===== src/rtl/fir_cfg_pkg.sv =====
// Shared constants and types for the FIR coefficient configuration controller.
// Defines the reset coefficient set, tap-bank layout and controller state encoding.
package fir_cfg_pkg;

  localparam int unsigned NCOEF = 8;
  localparam int unsigned CW    = 12;
  localparam int unsigned AW    = 3;

  typedef logic [CW-1:0]            coef_t;
  typedef logic [NCOEF-1:0][CW-1:0] coef_bank_t;

  // Tap k sits in element [k], so the packed bank flattens with tap k at [k*CW +: CW].
  localparam coef_bank_t DEFAULT_COEF = {
    12'h7FF, 12'h24E, 12'hEF9, 12'hF8B,
    12'h02E, 12'h00F, 12'hFFD, 12'h000
  };

  typedef enum logic [1:0] {
    ST_IDLE   = 2'd0,
    ST_LOAD   = 2'd1,
    ST_ARMED  = 2'd2,
    ST_SETTLE = 2'd3
  } state_e;

  // One-hot tap select; out-of-range addresses select nothing.
  function automatic logic [NCOEF-1:0] addr_mask(input logic [AW-1:0] addr);
    addr_mask = '0;
    if (32'(addr) < NCOEF) addr_mask[addr] = 1'b1;
  endfunction

endpackage


===== src/rtl/fir_coef_bank.sv =====
// Active/shadow coefficient register pair. Writes go to the shadow bank; a swap
// exchanges the banks in one cycle so the FIR never sees a partially updated set.
module fir_coef_bank
  import fir_cfg_pkg::*;
(
  input  logic                  clk,
  input  logic                  rst,
  input  logic                  wr_en_i,
  input  logic [AW-1:0]         wr_addr_i,
  input  logic [CW-1:0]         wr_data_i,
  input  logic                  swap_i,
  output logic [NCOEF*CW-1:0]   coe_flat_o
);

  coef_bank_t active_q;
  coef_bank_t shadow_q;
  logic       wr_hit;

  assign wr_hit = wr_en_i && (|addr_mask(wr_addr_i));

  // Swapping exchanges rather than copies, so the retired set becomes the new shadow.
  always_ff @(posedge clk or posedge rst) begin
    if (rst) begin
      active_q <= DEFAULT_COEF;
      shadow_q <= '0;
    end else if (swap_i) begin
      active_q <= shadow_q;
      shadow_q <= active_q;
    end else if (wr_hit) begin
      shadow_q[wr_addr_i] <= wr_data_i;
    end
  end

  assign coe_flat_o = active_q;

endmodule


===== src/rtl/fir_coef_bank_ctrl.sv =====
// Coefficient configuration controller: collects tap writes into the shadow bank,
// swaps banks on a sample boundary and suppresses FIR output until it has settled.
module fir_coef_bank_ctrl
  import fir_cfg_pkg::*;
#(
  parameter int unsigned LATENCY       = 4,
  parameter bit          FLUSH_ON_SWAP = 1'b1
) (
  input  logic                clk,
  input  logic                rst,
  input  logic                sample_en,
  input  logic                cfg_valid,
  output logic                cfg_ready,
  input  logic [AW-1:0]       cfg_addr,
  input  logic [CW-1:0]       cfg_data,
  input  logic                cfg_last,
  output logic [NCOEF*CW-1:0] coe_flat,
  output logic                fir_clr,
  output logic                yout_valid,
  output logic                bank_sel,
  output logic                cfg_err,
  output logic                busy
);

  localparam logic [4:0] SETTLE_LAST = 5'(2*NCOEF + LATENCY - 1);

  state_e             state_q, state_d;
  logic [NCOEF-1:0]   mask_q, mask_d;
  logic [NCOEF-1:0]   mask_wr;
  logic [4:0]         cnt_q, cnt_d;
  logic [LATENCY-1:0] vld_q;
  logic               err_q, err_d;
  logic               clr_q;
  logic               sel_q;
  logic               wr_acc;
  logic               swap;

  assign cfg_ready = (state_q == ST_IDLE) || (state_q == ST_LOAD);
  assign busy      = (state_q == ST_ARMED) || (state_q == ST_SETTLE);
  assign wr_acc    = cfg_valid && cfg_ready;
  assign swap      = (state_q == ST_ARMED) && sample_en;
  assign mask_wr   = mask_q | addr_mask(cfg_addr);

  // A cfg_last write arriving in IDLE is judged exactly as if it came in LOAD.
  always_comb begin
    state_d = state_q;
    mask_d  = mask_q;
    cnt_d   = cnt_q;
    err_d   = 1'b0;
    case (state_q)
      ST_IDLE, ST_LOAD: begin
        if (wr_acc) begin
          mask_d  = mask_wr;
          state_d = ST_LOAD;
          if (cfg_last) begin
            if (&mask_wr) begin
              state_d = ST_ARMED;
            end else begin
              err_d   = 1'b1;
              mask_d  = '0;
              state_d = ST_IDLE;
            end
          end
        end
      end
      ST_ARMED: begin
        if (sample_en) begin
          mask_d  = '0;
          cnt_d   = '0;
          state_d = ST_SETTLE;
        end
      end
      ST_SETTLE: begin
        if (sample_en && (cnt_q != '1)) cnt_d = cnt_q + 5'd1;
        if (cnt_d >= SETTLE_LAST) state_d = ST_IDLE;
      end
      default: state_d = ST_IDLE;
    endcase
  end

  always_ff @(posedge clk or posedge rst) begin
    if (rst) begin
      state_q <= ST_IDLE;
      mask_q  <= '0;
      cnt_q   <= '0;
      err_q   <= 1'b0;
      clr_q   <= 1'b0;
      sel_q   <= 1'b0;
      vld_q   <= '0;
    end else begin
      state_q <= state_d;
      mask_q  <= mask_d;
      cnt_q   <= cnt_d;
      err_q   <= err_d;
      clr_q   <= swap && FLUSH_ON_SWAP;
      if (swap) sel_q <= ~sel_q;
      vld_q   <= {vld_q[LATENCY-2:0], sample_en};
    end
  end

  fir_coef_bank u_bank (
    .clk        (clk),
    .rst        (rst),
    .wr_en_i    (wr_acc),
    .wr_addr_i  (cfg_addr),
    .wr_data_i  (cfg_data),
    .swap_i     (swap),
    .coe_flat_o (coe_flat)
  );

  assign fir_clr    = clr_q;
  assign cfg_err    = err_q;
  assign bank_sel   = sel_q;
  assign yout_valid = vld_q[LATENCY-1] && (state_q != ST_SETTLE) && !swap;

endmodule


===== config.mk =====
export PLATFORM = sky130hd
export DESIGN_NAME = fir_coef_bank_ctrl
export DESIGN_NICKNAME = d
export VERILOG_FILES = /design/src/rtl/fir_cfg_pkg.sv /design/src/rtl/fir_coef_bank.sv /design/src/rtl/fir_coef_bank_ctrl.sv
export SDC_FILE = /design/constraint.sdc
export NUM_CORES = 1
export LEC_CHECK = 0
export BUFFER_PORTS_ARGS = -buffer_cell sky130_fd_sc_hd__buf_2
export CORE_UTILIZATION = 57
export DETAILED_ROUTE_END_ITERATION = 8
export PLACE_DENSITY = 0.78
export RECOVER_POWER = 100
export SYNTH_ARGS = -nofsm -noshare
export SYNTH_HDL_FRONTEND = slang
export SYNTH_SLANG_ARGS = --single-unit

===== constraint.sdc =====
create_clock -name clk -period 7.2 [get_ports clk]
set_input_delay 0.72 -clock clk [delete_from_list [all_inputs] [get_ports clk]]
set_output_delay 0.72 -clock clk [all_outputs]
set_load 0.02 [all_outputs]

# Word level (Yosys, flattened, before mapping)
# Cells that the tools add are included.
dict set report classes {
  n_addsub 1
  magnitude_cmp 3
  n_eq_ne 8
  muxes 26
  n_bitwise 2
  n_reduce_logical 20
}
# cell count
set ops {}
lappend ops {{two-way mux 96 bit} 2}
lappend ops {{bitwise mux 96 bit} 1}
lappend ops {{demux 12 bit (select 3 bit)} 1}
lappend ops {{two-way mux 8 bit} 4}
lappend ops {{case mux 8 bit (2 select lines)} 1}
lappend ops {{two-way mux 5 bit} 3}
lappend ops {{two-way mux 12 bit} 1}
lappend ops {{two-way mux 2 bit} 5}
lappend ops {{case mux 5 bit (2 select lines)} 1}
lappend ops {{OR 8 bit} 1}
lappend ops {{AND reduction 8 bit} 1}
lappend ops {{OR reduction 8 bit} 1}
lappend ops {{logical AND 1 bit} 7}
lappend ops {{case mux 2 bit (3 select lines)} 1}
lappend ops {{AND reduction 3 bit} 2}
lappend ops {{nonzero test 2 bit} 3}
lappend ops {{adder 5 x 1 -> 5 bit, second input constant} 1}
lappend ops {{greater-or-equal comparator 5 bit, second input constant} 1}
lappend ops {{two-way mux 1 bit} 5}
lappend ops {{!= test 5 bit, second input constant} 1}
lappend ops {{== test 2 bit, second input constant} 2}
lappend ops {{< comparator 3 x 4 -> 1 bit, second input constant} 1}
lappend ops {{!= test 2 x 1 -> 1 bit, second input constant} 2}
lappend ops {{!= test 2 bit, second input constant} 2}
lappend ops {{9 further kinds} 10}
dict set report totals {
  ff_bits 214
  in_bits 20
  out_inout_bits 102
}

# Depth between registers and ports, before layout
dict set report depth {
  depth_word 10
  ltp_mapped 10
}

# Modules after synthesis
# Synthesis repeated with hierarchy kept, for this count alone.
dict set report unflattened {
  cells_unflattened 766
  hier_area_um2 9430.3
}
# mod n_inst cells_each area_each_um2 seq_area_each_um2
set modules_own_cells {}
lappend modules_own_cells {fir_coef_bank 1 637 8200.4 4869.7}
lappend modules_own_cells {fir_coef_bank_ctrl 1 129 1229.9 550.5}

# Least setup slack after synthesis
# Ideal clock, no wire load.
dict set report synth_timing {
  path_type {register to register}
  start {register cnt_q[0]}
  end {register state_q[1]}
  arrival_ns 1.829
  t_required_ns 7.069
  setup_slack_ns 5.240
  path_stages_with_launch 9
  synth_period_minus_slack_ns 1.960
  cell_sequence {dfrtp_1 -> ha_1 -> and3_1 -> ha_1 -> nor2b_1 -> nand4_1 -> xor2_1 -> a31oi_1 -> a31oi_1}
}
dict set report synth_between {
  elab_chain_cells 7
}
# element line_no
set synth_rtl {}
lappend synth_rtl {{start, declared} fir_coef_bank_ctrl.sv:30} ;# logic [4:0] cnt_q, cnt_d;
lappend synth_rtl {{start signal, assigned} fir_coef_bank_ctrl.sv:93} ;# cnt_q <= cnt_d;
lappend synth_rtl {{branches (longest 2 deep; another with adder 5 x 1 -> 5 bit)} --}
lappend synth_rtl {{two-way mux 5 bit (*)} fir_coef_bank_ctrl.sv:74} ;# if (sample_en && (cnt_q != '1)) cnt_d = cnt_q + 5'd1;
lappend synth_rtl {{two-way mux 5 bit (*)} fir_coef_bank_ctrl.sv:50} ;# case (state_q)
lappend synth_rtl {{greater-or-equal comparator 5 bit (*)} fir_coef_bank_ctrl.sv:75} ;# if (cnt_d >= SETTLE_LAST) state_d = ST_IDLE;
lappend synth_rtl {{!= test 2 x 1 -> 1 bit (no source line) (*)} --}
lappend synth_rtl {{AND reduction 3 bit (no source line) (*)} --}
lappend synth_rtl {{end signal, assigned} fir_coef_bank_ctrl.sv:91} ;# state_q <= state_d;
lappend synth_rtl {{end, declared} fir_coef_bank_ctrl.sv:27} ;# state_e state_q, state_d;
# Every way passes the cells marked *. The select of a mux whose other input is x is not followed.
# A chain may end at the register's enable or synchronous reset.

# Worst setup path in the final report
dict set report layout_timing {
  start {register state_q[1]}
  end {register u_bank.shadow_q[72] (netlist name)}
}
dict set report layout_between {
  elab_chain_cells 5
}
# element line_no
set layout_rtl {}
lappend layout_rtl {{== test 2 x 1 -> 1 bit or zero test 2 bit (tied branches)} fir_coef_bank_ctrl.sv:38} ;# assign cfg_ready = (state_q == ST_IDLE) || (state_q == ST_LOAD);
lappend layout_rtl {{logical OR 1 bit} fir_coef_bank_ctrl.sv:38}
lappend layout_rtl {{logical AND 1 bit} fir_coef_bank_ctrl.sv:40} ;# assign wr_acc = cfg_valid && cfg_ready;
lappend layout_rtl {{logical AND 1 bit} fir_coef_bank.sv:19} ;# assign wr_hit = wr_en_i && (|addr_mask(wr_addr_i));
lappend layout_rtl {{nonzero test 2 bit (no source line)} --}
lappend layout_rtl {{end signal, assigned} fir_coef_bank.sv:28} ;# shadow_q <= active_q;
lappend layout_rtl {{end signal, assigned by index} fir_coef_bank.sv:30} ;# shadow_q[wr_addr_i] <= wr_data_i;
lappend layout_rtl {{end, declared} fir_coef_bank.sv:16} ;# coef_bank_t shadow_q;
# Several ways; a longest one is shown, not always the timed one.

==> impl_metrics.tcl <==
set metrics [dict create \
    status "finished with violations" \
    violations "capacitance limit, slew limit" \
    fin_crit_sh_pct 64.1 \
    fmax_mhz 217 \
    min_period_ps 4620 \
    die_area_um2 16400 \
    vias 6895 \
    syn_nets 930 \
    cts.clk_slew.worst_paths_ps 60 \
    portBuffers 121 \
    grt_pass1_wl_mm 33.7 \
    rows 45 \
    wl_per_cell_um 17.4 \
    drt_wl_total_mm 21.2 \
    dr.pass1.iters 5 \
    synth_area_um2 9070 \
    yosysWarnings 0 \
    cp-end-kind "flop" \
    clock_latency_ps 520 \
    htree_levels 1 \
    nets 1018 \
    grt.total_usage_pct 26.4 \
    ys_seq_area_share_pct 59.7 \
    cts_made_buffers 23 \
    viasPerCell 5.63 \
    grt_pass1_vias 6396 \
    crit_type "reg2reg" \
    p_leak_nw 5.26 \
    cts_resized 0 \
    drcViolationCount 0 \
    gp_congestion 0.774 \
    antenna_found_initial 0 \
    critPathMaxFanout 160 \
    setup-violations-final 0 \
    ioPinCount 122 \
    design_power_total_mw 2.71 \
    synth_seq_cells 214 \
    drv_cap 2 \
    worst_setup_path_start_kind "flop" \
    required_ps 7640 \
    grt_overflow 0 \
    start_util_pct 59.0 \
    cts-root-buf "clkbuf_16" \
    rsz0062_at_grt "false" \
    netlist_instances 908 \
    fin_setup_tns_ps 0 \
    cts_hold_buf 0 \
    area_delta_synth_final_pct 13.1 \
    core_area_um2 15400 \
    cts_tree "done" \
    finClkSkew_ps 20.1 \
    max_slew.worst_pin.slew_ps 4210 \
    syn_area_per_cell_um2 9.99 \
    finalHoldViolations 0 \
    hold_path_class "reg2reg" \
    die_w_um 128 \
    cts_setup_buffers 0 \
    hpwl_mm 12.7 \
    arrival_ps 5050 \
    drt_iter0_drc 509 \
    drive_gt1_share_pct 12.6 \
    power_density_nw_per_um2 264 \
    cts_sinks 214 \
    slew_viol_final 130 \
    synthDistinctLibCells 41 \
    timing.slew.headroom_pct -182 \
    irDropWorstVdd_mv 0.203 \
    ant_nets 0 \
    clockBufferDepth 3 \
    grt_start_max_net_pins 161 \
    die_height_um 128 \
    antenna_cells 0 \
]
-- state kept, by name, summed over array words and instances, names as in the netlist --
register and cells:
vld_q 4, cnt_q 5, fir_clr 1, bank_sel 1, mask_q 8, cfg_err 1
u_bank.shadow_q 96, state_q 2, u_bank.coe_flat_o 96
-- cells by family (layout without fill, tap and decap cells) --
family / Yosys count / after routing / synth area share (%)
AOI/OAI and AO/OA: 172 / 172 / 14.0
xor gates and xnor gates: 3 / 3 / 0.290
adders and majority gates: 2 / 2 / 0.276
buffers and inverters: 72 / 177 / 3.82
DFF: 214 / 214 / 59.7
muxes: 36 / 36 / 4.00
and+or+nand+nor: 409 / 409 / 17.9
-- power breakdown --
group	total, mW	switching (mW)	internal (mW)
registers	1.39	0.0681	1.32
clock network	1.12	0.470	0.652
logic	0.196	0.114	0.0822
total	2.71	0.652	2.06
-- area by class of cell --
class                   instances  area [um2]
clock buffers                  35         681
clock inverters                 7        41.3
fillers                      1260        5100
inverters                       5        25.0
multi-input cells             622        3290
flip-flops and latches        214        5420
well taps                     211         264
repair buffers                130         546
-- placed cells by master (no fill, tap or decap), drive strengths merged, types with 2 or more instances in the layout --
master,count
dfrtp,162
clkinvlp,2
a2bb2oi,3
nor2,16
buf,28
nor3,7
ha,2
a22oi,25
a31oi,4
a21o,44
mux2i,34
a21oi,6
clkinv,5
dfstp,52
mux2,2
clkbuf,137
nand2,372
o21bai,3
a22o,49
inv,5
o21ai,36
nand2b,5
xor2,2
-- worst paths after layout --
| kind | slack, ps | to | cells after the start | start |
|---|---|---|---|---|
| setup / recovery | 2580 | u_bank.shadow_q[72]$_DFFE_PP0P_ | 6 | state_q[1]$_DFFE_PP0P_ |
| min in group asynchronous | 1470 | u_bank.coe_flat_o[6]$_DFFE_PP0P_ | 2 | rst |
| max in group asynchronous | 3570 | u_bank.coe_flat_o[77]$_DFFE_PP0P_ | 3 | rst |
| hold reg to reg | 340 | vld_q[1]$_DFF_PP0_ | 0 | vld_q[0]$_DFF_PP0_ |
| setup reg to reg | 2580 | u_bank.shadow_q[72]$_DFFE_PP0P_ | 6 | state_q[1]$_DFFE_PP0P_ |
| hold / removal | 340 | vld_q[1]$_DFF_PP0_ | 0 | vld_q[0]$_DFF_PP0_ |
-- synth_stat cells (all sizes together) --
cell type	number	area, um2
nand3	1	5.00
a22o	49	429
o21bai	3	22.5
or3	1	6.26
xnor2	1	8.76
mux2	2	22.5
nor3	7	60.1
buf	38	219
a31o	1	8.76
inv	5	18.8
nor2	16	67.6
a21oi	6	30.0
nor2b	1	6.26
and2	1	6.26
a21o	44	330
a22oi	25	188
dfrtp	162	4050
nand4	1	6.26
nor4	1	6.26
clkbuf	29	109
xor2	2	17.5
ha	2	25.0
a2bb2oi	3	32.5
o41ai	1	27.5
or2	1	6.26
nand2	372	1400
o21ai	36	180
mux2i	34	340
dfstp	52	1370
a31oi	4	25.0
nand2b	5	38.8
and3	1	6.26
and2b	1	8.76
-- critical path, stage by stage, from the launching register on --
cell and delay (ps):
dfrtp_1 460, nand2_1 180, or2_0 1510, inv_6 820, buf_4 630, nor2_1 680
a21o_1 220
-- per-layer routing --
layer	track usage [%]	share of wire [%]
met2	40.9	45
met1	37.8	46
met3	4.97	6.2
met5	0.619	0
met4	8.37	2.8
-- stage by stage --
step | cells | setup WS [ps] | hold WS [ps] | util [%] | cell area (um2)
after floorplan | 908 | 715 | 331 | - | 9070
after global placement | 1182 | 3560 | 333 | 63.2 | 9710
after detailed placement | 1182 | 3520 | 336 | 63.2 | 9710
after CTS | 1224 | 3830 | 344 | 67.9 | 10400
after global routing | 1224 | 2080 | 351 | 66.8 | 10300
final | 1224 | 2580 | 339 | 66.8 | 10300
(Power assumes the default switching activity.)
